<file path="config.mk">
export PLATFORM = sky130hd
export DESIGN_NAME = pid_seq
export DESIGN_NICKNAME = d
export VERILOG_FILES = /design/src/rtl/pid_seq.sv
export SDC_FILE = /design/constraint.sdc
export NUM_CORES = 1
export LEC_CHECK = 0
export BUFFER_PORTS_ARGS = -buffer_cell sky130_fd_sc_hd__buf_2
export CORE_MARGIN = 2
export CORE_UTILIZATION = 57
export CTS_CLUSTER_DIAMETER = 100
export DETAILED_ROUTE_END_ITERATION = 10
export PLACE_DENSITY = 0.89
export SLEW_MARGIN = 15
export SYNTH_ARGS = -nofsm -noshare
export SYNTH_HDL_FRONTEND = slang
export SYNTH_SLANG_ARGS = --single-unit
</file>
<file path="constraint.sdc">
create_clock -name clk -period 6.64 [get_ports clk]
set_input_delay 0.996 -clock clk [delete_from_list [all_inputs] [get_ports clk]]
set_output_delay 0.996 -clock clk [all_outputs]
set_load 0.02 [all_outputs]
</file>
<file path="src/rtl/pid_seq.sv">
// pid_seq: sequential PID controller. One shared signed multiplier is stepped over
// the P, I and D terms by a five-state FSM. The output is an unsigned saturated
// stimulus with a one-cycle out_valid pulse. The integrator clamps and has
// conditional-integration anti-windup.
module pid_seq #(
    parameter int BITS  = 8,
    parameter int IBITS = BITS + 4,
    parameter int FRAC  = 4
) (
    input  logic            clk,
    input  logic            reset,
    input  logic            pv_stb,
    input  logic [BITS-1:0] sp,
    input  logic [BITS-1:0] pv,
    input  logic [BITS-1:0] kp,
    input  logic [BITS-1:0] ki,
    input  logic [BITS-1:0] kd,
    output logic            busy,
    output logic            out_valid,
    output logic [BITS-1:0] stimulus
);

    // Widths: error, derivative, multiplier operand, gain, product, accumulator.
    localparam int EW   = BITS + 1;
    localparam int DW   = BITS + 2;
    localparam int OW   = (IBITS > DW) ? IBITS : DW;
    localparam int GW   = BITS + 1;
    localparam int PW   = GW + OW;
    localparam int ACCW = IBITS + BITS + 3;

    // The integrator range is symmetric, so IMIN is -IMAX and not the most negative code.
    localparam int IMAX_I = (1 << (IBITS - 1)) - 1;
    localparam logic signed [IBITS-1:0] IMAX   = IBITS'(IMAX_I);
    localparam logic signed [IBITS-1:0] IMIN   = IBITS'(-IMAX_I);
    localparam logic signed [IBITS:0]   IMAX_X = (IBITS + 1)'(IMAX_I);
    localparam logic signed [IBITS:0]   IMIN_X = (IBITS + 1)'(-IMAX_I);

    typedef enum logic [2:0] {
        S_IDLE,
        S_MUL_P,
        S_MUL_I,
        S_MUL_D,
        S_SUM
    } state_t;

    state_t                  state_q;
    logic [BITS-1:0]         kp_q, ki_q, kd_q;
    logic signed [EW-1:0]    e_q, e_prev_q;
    logic signed [DW-1:0]    d_q;
    logic signed [IBITS-1:0] integ_q;
    logic                    first_q;
    logic                    sat_hi_q, sat_lo_q;
    logic signed [ACCW-1:0]  acc_q;
    logic [BITS-1:0]         stimulus_q;
    logic                    out_valid_q, busy_q;

    logic signed [EW-1:0]    e_d;
    logic signed [DW-1:0]    d_d;
    logic signed [IBITS:0]   integ_sum;
    logic signed [IBITS-1:0] integ_d;
    logic                    freeze;
    logic signed [GW-1:0]    mul_a;
    logic signed [OW-1:0]    mul_b;
    logic signed [PW-1:0]    prod;
    logic signed [ACCW-1:0]  r;
    logic                    r_hi, r_lo;
    logic [BITS-1:0]         stim_d;

    // Compute the new error, derivative and clamped integrator from the live inputs.
    // These values are captured only on an accepted strobe.
    always_comb begin
        e_d       = $signed({1'b0, sp}) - $signed({1'b0, pv});
        d_d       = first_q ? '0 : (DW'(e_d) - DW'(e_prev_q));
        integ_sum = (IBITS + 1)'(integ_q) + (IBITS + 1)'(e_d);
        if (integ_sum > IMAX_X) begin
            integ_d = IMAX;
        end else if (integ_sum < IMIN_X) begin
            integ_d = IMIN;
        end else begin
            integ_d = integ_sum[IBITS-1:0];
        end
        // Do not integrate further in the direction the output is already saturated.
        freeze = (sat_hi_q && !e_d[EW-1] && (e_d != '0)) || (sat_lo_q && e_d[EW-1]);
    end

    // Shared multiplier: the FSM state selects the zero-extended gain and the signed operand.
    always_comb begin
        mul_a = $signed({1'b0, kp_q});
        mul_b = OW'(e_q);
        case (state_q)
            S_MUL_I: begin
                mul_a = $signed({1'b0, ki_q});
                mul_b = OW'(integ_q);
            end
            S_MUL_D: begin
                mul_a = $signed({1'b0, kd_q});
                mul_b = OW'(d_q);
            end
            default: ;
        endcase
        prod = PW'(mul_a) * PW'(mul_b);
    end

    // Scale the sum of terms down and saturate it into the unsigned output range.
    always_comb begin
        r      = acc_q >>> FRAC;
        r_lo   = r[ACCW-1];
        r_hi   = !r[ACCW-1] && (|r[ACCW-2:BITS]);
        stim_d = r_lo ? '0 : (r_hi ? '1 : r[BITS-1:0]);
    end

    // Control FSM with registered outputs.
    // A strobe is accepted only in IDLE, so a strobe that arrives while busy is dropped.
    always_ff @(posedge clk) begin
        if (reset) begin
            state_q     <= S_IDLE;
            kp_q        <= '0;
            ki_q        <= '0;
            kd_q        <= '0;
            e_q         <= '0;
            e_prev_q    <= '0;
            d_q         <= '0;
            integ_q     <= '0;
            first_q     <= 1'b1;
            sat_hi_q    <= 1'b0;
            sat_lo_q    <= 1'b0;
            acc_q       <= '0;
            stimulus_q  <= '0;
            out_valid_q <= 1'b0;
            busy_q      <= 1'b0;
        end else begin
            out_valid_q <= 1'b0;
            case (state_q)
                S_IDLE: begin
                    if (pv_stb) begin
                        kp_q     <= kp;
                        ki_q     <= ki;
                        kd_q     <= kd;
                        e_q      <= e_d;
                        d_q      <= d_d;
                        e_prev_q <= e_d;
                        first_q  <= 1'b0;
                        if (!freeze) begin
                            integ_q <= integ_d;
                        end
                        acc_q    <= '0;
                        busy_q   <= 1'b1;
                        state_q  <= S_MUL_P;
                    end
                end
                S_MUL_P: begin
                    acc_q   <= acc_q + ACCW'(prod);
                    state_q <= S_MUL_I;
                end
                S_MUL_I: begin
                    acc_q   <= acc_q + ACCW'(prod);
                    state_q <= S_MUL_D;
                end
                S_MUL_D: begin
                    acc_q   <= acc_q + ACCW'(prod);
                    state_q <= S_SUM;
                end
                S_SUM: begin
                    stimulus_q  <= stim_d;
                    sat_hi_q    <= r_hi;
                    sat_lo_q    <= r_lo;
                    out_valid_q <= 1'b1;
                    busy_q      <= 1'b0;
                    state_q     <= S_IDLE;
                end
                default: state_q <= S_IDLE;
            endcase
        end
    end

    assign busy      = busy_q;
    assign out_valid = out_valid_q;
    assign stimulus  = stimulus_q;

endmodule

</file>
==> results of run 1 <==
[per-stage QoR]
| step | hold slack (ns) | instance area, µm² | setup TNS, ns | cells | setup slack [ns] |
|---|---|---|---|---|---|
| after global routing | 0.475 | 10400 | -0.00852 | 1432 | -0.00852 |
| after global placement | 0.436 | 10100 | 0 | 1416 | 0.439 |
| after floorplan | 0.425 | 9540 | 0 | 1168 | 0.194 |
| after detailed placement | 0.447 | 10100 | 0 | 1416 | 0.238 |
| final | 0.455 | 10400 | 0 | 1432 | 0.361 |
| after CTS | 0.456 | 10300 | 0 | 1432 | 0.237 |
[cells by family after synthesis]
group           share of synthesized area (%)
simple gates                             17.4
compound gates                           17.2
buf+inv                                  9.21
fa+ha+maj                                31.9
flops                                    19.7
xor+xnor                                 2.56
mux                                      1.99
[flip-flops by register name (all words and copies together) (netlist names)]
name / flops
kp_q: 8
integ_q: 12
e_prev_q: 9
d_q: 10
first_q: 1
state_q: 3
busy: 1
ki_q: 8
kd_q: 8
sat_lo_q: 1
sat_hi_q: 1
acc_q: 23
stimulus: 8
out_valid: 1
[layer usage]
| layer | global-route usage (%) | wire (µm) | part of all wire [%] |
|---|---|---|---|
| met1 | 32.5 | 9360 | 41 |
| met2 | 45.4 | 10800 | 48 |
| met3 | 4.03 | 1360 | 6.0 |
| met5 | 0 | 0 | 0 |
| met4 | 13.5 | 1100 | 4.8 |
[path summary, 6_finish.rpt]
kind / from / end / depth (start not counted)
max: state_q[1] / acc_q[22] / 22
min: ki_q[1] / ki_q[1] / 2
max reg2reg: state_q[1] / acc_q[22] / 22
min reg2reg: ki_q[1] / ki_q[1] / 2
[cells in the final DEF (no fill, tap or decap), types with 3 or more instances in the layout]
cell,count
a211oi_1,9
a211oi_2,8
a21boi_0,4
a21o_1,11
a21oi_1,90
a21oi_2,5
a22oi_1,12
a31oi_1,3
buf_2,52
buf_4,17
clkbuf_16,9
dfxtp_1,94
fa_1,101
ha_1,80
inv_1,188
mux2i_1,19
nand2_1,150
nand2b_1,11
nand3_1,6
nand3b_1,3
nor2_1,110
nor2b_1,19
nor3_1,26
nor3b_1,4
nor4_1,12
o2111ai_1,3
o21a_1,17
o21ai_0,35
o21ai_1,5
o21ai_2,7
o31a_1,5
or2_2,6
or3_1,4
xnor2_1,15
xor2_1,11
[power by group through the flow]
stage	clock, W	combinational (W)	sequential, W
4_1_cts	0.000527	0.00114	0.000684
3_5_place_dp	0	0.00113	0.000695
5_1_grt	0.000548	0.00130	0.000692
2_1_floorplan	0	0.000894	0.000665
3_3_place_gp	0	0.00108	0.000695
6_report	0.000526	0.00116	0.000686
[final cells by class]
type	count	area [µm²]
multi-input cells	844	6830
fillers	1335	6070
flip-flops and latches	94	1880
inverters	188	706
repair buffers	70	408
well taps	220	275
clock buffers	9	225
clock inverters	7	68.8
[worst reg2reg max path: cells and delay by family (launching register included)]
kind	cells	cell delay, ns
compound gates	5	1.20
fa+ha+maj	6	3.00
buf+inv	5	0.51
flops	1	0.37
simple gates	6	1.10
==> impl_metrics.csv, run 1 <==
group,metric,value,unit
floorplanning,fp.dieW,133,µm
pwr,switching_share,43.8,%
pwr,finalPower,0.00237,W
pwr,powerDensity,228,nW/µm²
critical_path,slowest_stage,"fa_2",
pwr,power.leakage,4.81,nW
yosys,synth_top_area_share,21.4,%
yosys,yosysWarnings,0,
yosys,async_flop_share,0,%
routing,num_vias,8138,
critical_path,critPathRequiredTime,6.89,ns
floorplanning,dieArea,17800,µm²
placed_design,io_buffer_count,52,
floorplanning,io_pins,53,
sta,finalCritPeriodShare,94.6,%
clock_network,clkTransAtPathRegs,0.08,ns
yosys,synth_cells,1168,
pwr,combPwrFrac,48.9,%
yosys,ys_top_cells_by_count,"inv_1, nand2_1, nor2_1",
critical_path,critical_path_class,"reg2reg",
yosys,ys_top_cells_by_area,"fa_1, dfxtp_1, ha_1",
floorplanning,start_util,57.9,%
clock_network,cts.htree.levels,3,
placed_design,routabilityCongestion,0.959,
clock_network,cts_sinks,94,
sta,hold_viol,0,
critical_path,cp_num_buf_inv,5,
clock_network,insertion_delay,0.37,ns
sta,relSlewSlack,34.0,%
global_routing,grt_overflow_total,0,
routing,drtIter0Drc,731,
global_routing,grt_max_degree,91,
layout,antenna_cells,0,
pwr,power.switching,0.00104,W
pwr,ir_drop,0.155,mV
layout,utilization,63.1,%
placed_design,dp_hpwl,17.3,mm
yosys,syn-num-nets,1393,
yosys,synth_top_flop_cell,"dfxtp_1",
clock_network,post_cts_buffers,0,
yosys,synth_top_area_cell,"fa_1",
layout,area_growth,8.99,%
yosys,synth.yosys.seq_area_share,19.7,%
critical_path,rrSetupSlack,0.36,ns
sta,fmaxAchievable,159,MHz
sta,setup_viol,0,
global_routing,antenna_found_initial,0,
sta,fin_crit,6.28,ns
sta,worstMarginPinSlew,0.990,ns
clock_network,cts-resized-gates,0,
run,maxCapViolations,0,
critical_path,cpPeakStageDelay,0.70,ns
routing,dr.pass1.iters,6,
sta,maxSlewViolCount,0,
pwr,seqPwrFrac,28.9,%
routing,wl,22.7,mm
floorplanning,core_area,16500,µm²
layout,nNetsFinal,1432,
routing,viasPerCell,5.68,
critical_path,cp_max_fo,7,
global_routing,grt_pass1_vias,8174,
clock_network,cts.hold.buffers_added,0,
routing,post_drt_wl_per_cell,15.8,µm
floorplanning,die_h,133,µm
routing,drc,0,
pwr,clkPwrFrac,22.2,%
clock_network,clock_path_buffers,2,
global_routing,grt_pass1_wl,37.9,mm
critical_path,cp_common_cell,"fa_1",
layout,drive_above_1_share,11.0,%
yosys,ys_types,74,
sta,clock_skew,0.0151,ns
yosys,synth-seq-cells,94,
routing,ant_nets,0,
pwr,intPower,0.00133,W
critical_path,endpoint_kind,"flop",
outcome,status,"finished, final reports clean",
clock_network,cts-root-buf,"clkbuf_16",
clock_network,cts_tree,"built",
yosys,syn_area,9540,µm²
global_routing,track_usage,26.5,%
critical_path,crit_family,"adder cells",
yosys,synth_edf_count,0,
critical_path,cp-start-kind,"flop",
clock_network,cts_inserted_buffers,9,
critical_path,cp_cell_sequence,"buf_4 -> nor2b_1 -> nor2_2 -> a21oi_1 -> buf_4 -> nand2_1 -> fa_2 -> fa_1 -> inv_1 -> fa_1 -> fa_1 -> inv_1 -> fa_1 -> inv_1 -> ha_1 -> a21o_1 -> a21o_1 -> a311oi_1 -> nand2b_1 -> a311oi_1 -> nor2_1 -> or3b_1",
worst_hold_path,hold_path.class,"reg2reg",
floorplanning,num_rows,47,
yosys,avgSynthCellArea,8.17,µm²
yosys,yosysMostFrequentCell,"inv_1",
critical_path,crit_arrival,6.53,ns
Note: power is estimated with default switching activity, not from simulation.
==> inputs of run 2 (changes only) <==
- BUFFER_PORTS_ARGS: -buffer_cell sky130_fd_sc_hd__buf_2 -> -buffer_cell sky130_fd_sc_hd__clkbuf_2
==> run 2 against run 1 <==
Against the previous run: clock-buffer cell count rose by 1; combinational power barely moved; fmax shrank 0.33%; cell count barely moved; via count increased by 1.0%; utilization rose by 0.053 points; non-clock buffer count did not move; critical endpoint unchanged; largest power group unchanged.
==> impl_metrics.csv, run 2 (synthesis results as in run 1) <==
group,metric,value,unit
pwr,combPwrFrac,48.7,%
sta,maxSlewViolCount,0,
layout,area_growth,9.08,%
layout,layout_commonest_cell,"inv_1",
run,maxCapViolations,0,
pwr,ir_drop,0.148,mV
critical_path,ff2ff_path_depth,20,
critical_path,cpPeakStageDelay,0.67,ns
clock_network,cts_sinks,94,
floorplanning,core_area,16500,µm²
clock_network,cts_tree,"built",
sta,relSlewSlack,33.0,%
layout,finalNonFillerCells,1431,
floorplanning,die_h,133,µm
global_routing,grt_overflow_total,0,
layout,final_cell_mix,"inv_1, nand2_1, nor2_1",
sta,finalCritPeriodShare,94.9,%
routing,drc,0,
clock_network,cts_inserted_buffers,9,
sta,clock_skew,0.0102,ns
critical_path,cp-start-kind,"flop",
global_routing,grt_pass1_wl,38.1,mm
floorplanning,fp.dieW,133,µm
clock_network,clkTransAtPathRegs,0.07,ns
layout,drive_above_1_share,10.9,%
floorplanning,dieArea,17800,µm²
layout,nNetsFinal,1432,
sta,rsz0062_at_grt,"false",
clock_network,cts-root-buf,"clkbuf_16",
sta,hold_viol,0,
critical_path,cp_max_fo,8,
critical_path,critical_path_class,"reg2reg",
sta,fmaxAchievable,159,MHz
pwr,switching_share,43.2,%
placed_design,dp_hpwl,17.6,mm
routing,viasPerCell,5.75,
routing,drtIter0Drc,619,
pwr,intPower,0.00137,W
placed_design,io_buffer_count,52,
placed_design,routabilityCongestion,0.922,
worst_hold_path,hold_path.class,"reg2reg",
floorplanning,io_pins,53,
sta,fin_ws,0.340,ns
sta,fin_setup_tns,0,ns
pwr,powerDensity,231,nW/µm²
clock_network,cts.htree.levels,3,
routing,post_drt_wl_per_cell,16.1,µm
pwr,finalPower,0.00241,W
global_routing,antenna_found_initial,0,
critical_path,crit_arrival,6.54,ns
layout,largest_reg_flops,23,
critical_path,cp_cell_sequence,"mux2i_1 -> o21ai_0 -> nand2_1 -> fa_1 -> inv_1 -> fa_1 -> fa_1 -> fa_1 -> inv_1 -> fa_1 -> inv_1 -> ha_1 -> a21oi_1 -> o21ai_0 -> a21oi_1 -> a21oi_1 -> nand2b_1 -> a311oi_2 -> nor2_1 -> or3b_1",
routing,ant_nets,0,
routing,num_vias,8223,
layout,regMostFlops,"acc_q",
layout,antenna_cells,0,
global_routing,grt_pass1_vias,8198,
clock_network,insertion_delay,0.36,ns
placed_design,post-place-ws,0.250,ns
pwr,seqPwrFrac,28.7,%
layout,top_regs,"acc_q (23), integ_q (12), d_q (10)",
sta,fin_crit,6.30,ns
critical_path,cp_common_cell,"fa_1",
sta,setup_viol,0,
sta,worstMarginPinSlew,1.01,ns
floorplanning,start_util,57.9,%
global_routing,track_usage,26.7,%
floorplanning,num_rows,47,
layout,fill_cells,1331,
pwr,power.switching,0.00104,W
placed_design,dpl.cell_count,1416,
clock_network,clock_path_buffers,2,
outcome,status,"finished, final reports clean",
clock_network,post_cts_buffers,0,
critical_path,endpoint_kind,"flop",
pwr,clkPwrFrac,22.6,%
critical_path,critPathRequiredTime,6.88,ns
worst_hold_path,whs_path_depth,2,
routing,wl,23.0,mm
routing,dr.pass1.iters,5,
pwr,power.leakage,4.82,nW
global_routing,grt_max_degree,91,
critical_path,slowest_stage,"o21ai_0",
==> run 2: changes by cell type in the layout (fill, tap and decap cells not counted), sizes merged <==
cell / delta
inv: +1
buf: -51
bufinv: +1
clkinv: -2
clkbuf: +52
clkinvlp: -2
==> run 2: repair_timing <==
action | CTS | global route
resized for setup | 0 | 14
endpoints found under the setup margin | 0 | 2
hold buffers | 0 | 0
==> run 2: cell type report <==
type                    instances  area [µm²]  share of cell area, %
clock inverters                 5        65.1                  0.625
well taps                     220         275                   2.65
flip-flops and latches         94        1880                   18.1
clock buffers                  10         229                   2.20
repair buffers                 70         408                   3.92
inverters                     188         706                   6.78
multi-input cells             844        6840                   65.7
==> run 2: path summary, 6_finish.rpt <==
kind	start	endpoint	slack, ns
worst max-delay path	state_q[0]	acc_q[22]	0.34
worst min-delay path	kp_q[1]	kp_q[1]	0.46
worst max register to register	state_q[0]	acc_q[22]	0.34
worst min register to register	kp_q[1]	kp_q[1]	0.46
==> run 2: critical path: cells and delay by family (launching register included) <==
| family | cells | cell delay (ns) |
|---|---|---|
| compound gates | 6 | 1.55 |
| fa+ha+maj | 6 | 2.94 |
| buf+inv | 3 | 0.14 |
| flops | 1 | 0.56 |
| mux | 1 | 0.16 |
| simple gates | 4 | 0.84 |
==> run 2: metal layers <==
layer  track usage, %  share of wire, %
met5                0                 0
met4             13.7               4.3
met3             4.60               6.7
met2             45.9                49
met1             32.1                40
==> run 2: through the flow <==
stage | util, % | instance area [µm²] | hold WS [ns]
finish | 63.2 | 10400 | 0.458
global route | 63.2 | 10400 | 0.479
CTS | 62.8 | 10300 | 0.457
detailed placement | 61.1 | 10100 | 0.447
global placement | 61.1 | 10100 | 0.438
floorplan | - | 9540 | 0.425
==> run 2: power groups by stage <==
stage	registers, W	clock network [W]	logic, W
final	0.000691	0.000544	0.00117
after floorplan	0.000665	0	0.000894
after global routing	0.000695	0.000568	0.00131
after global placement	0.000697	0	0.00108
after detailed placement	0.000699	0	0.00113
after CTS	0.000687	0.000547	0.00115
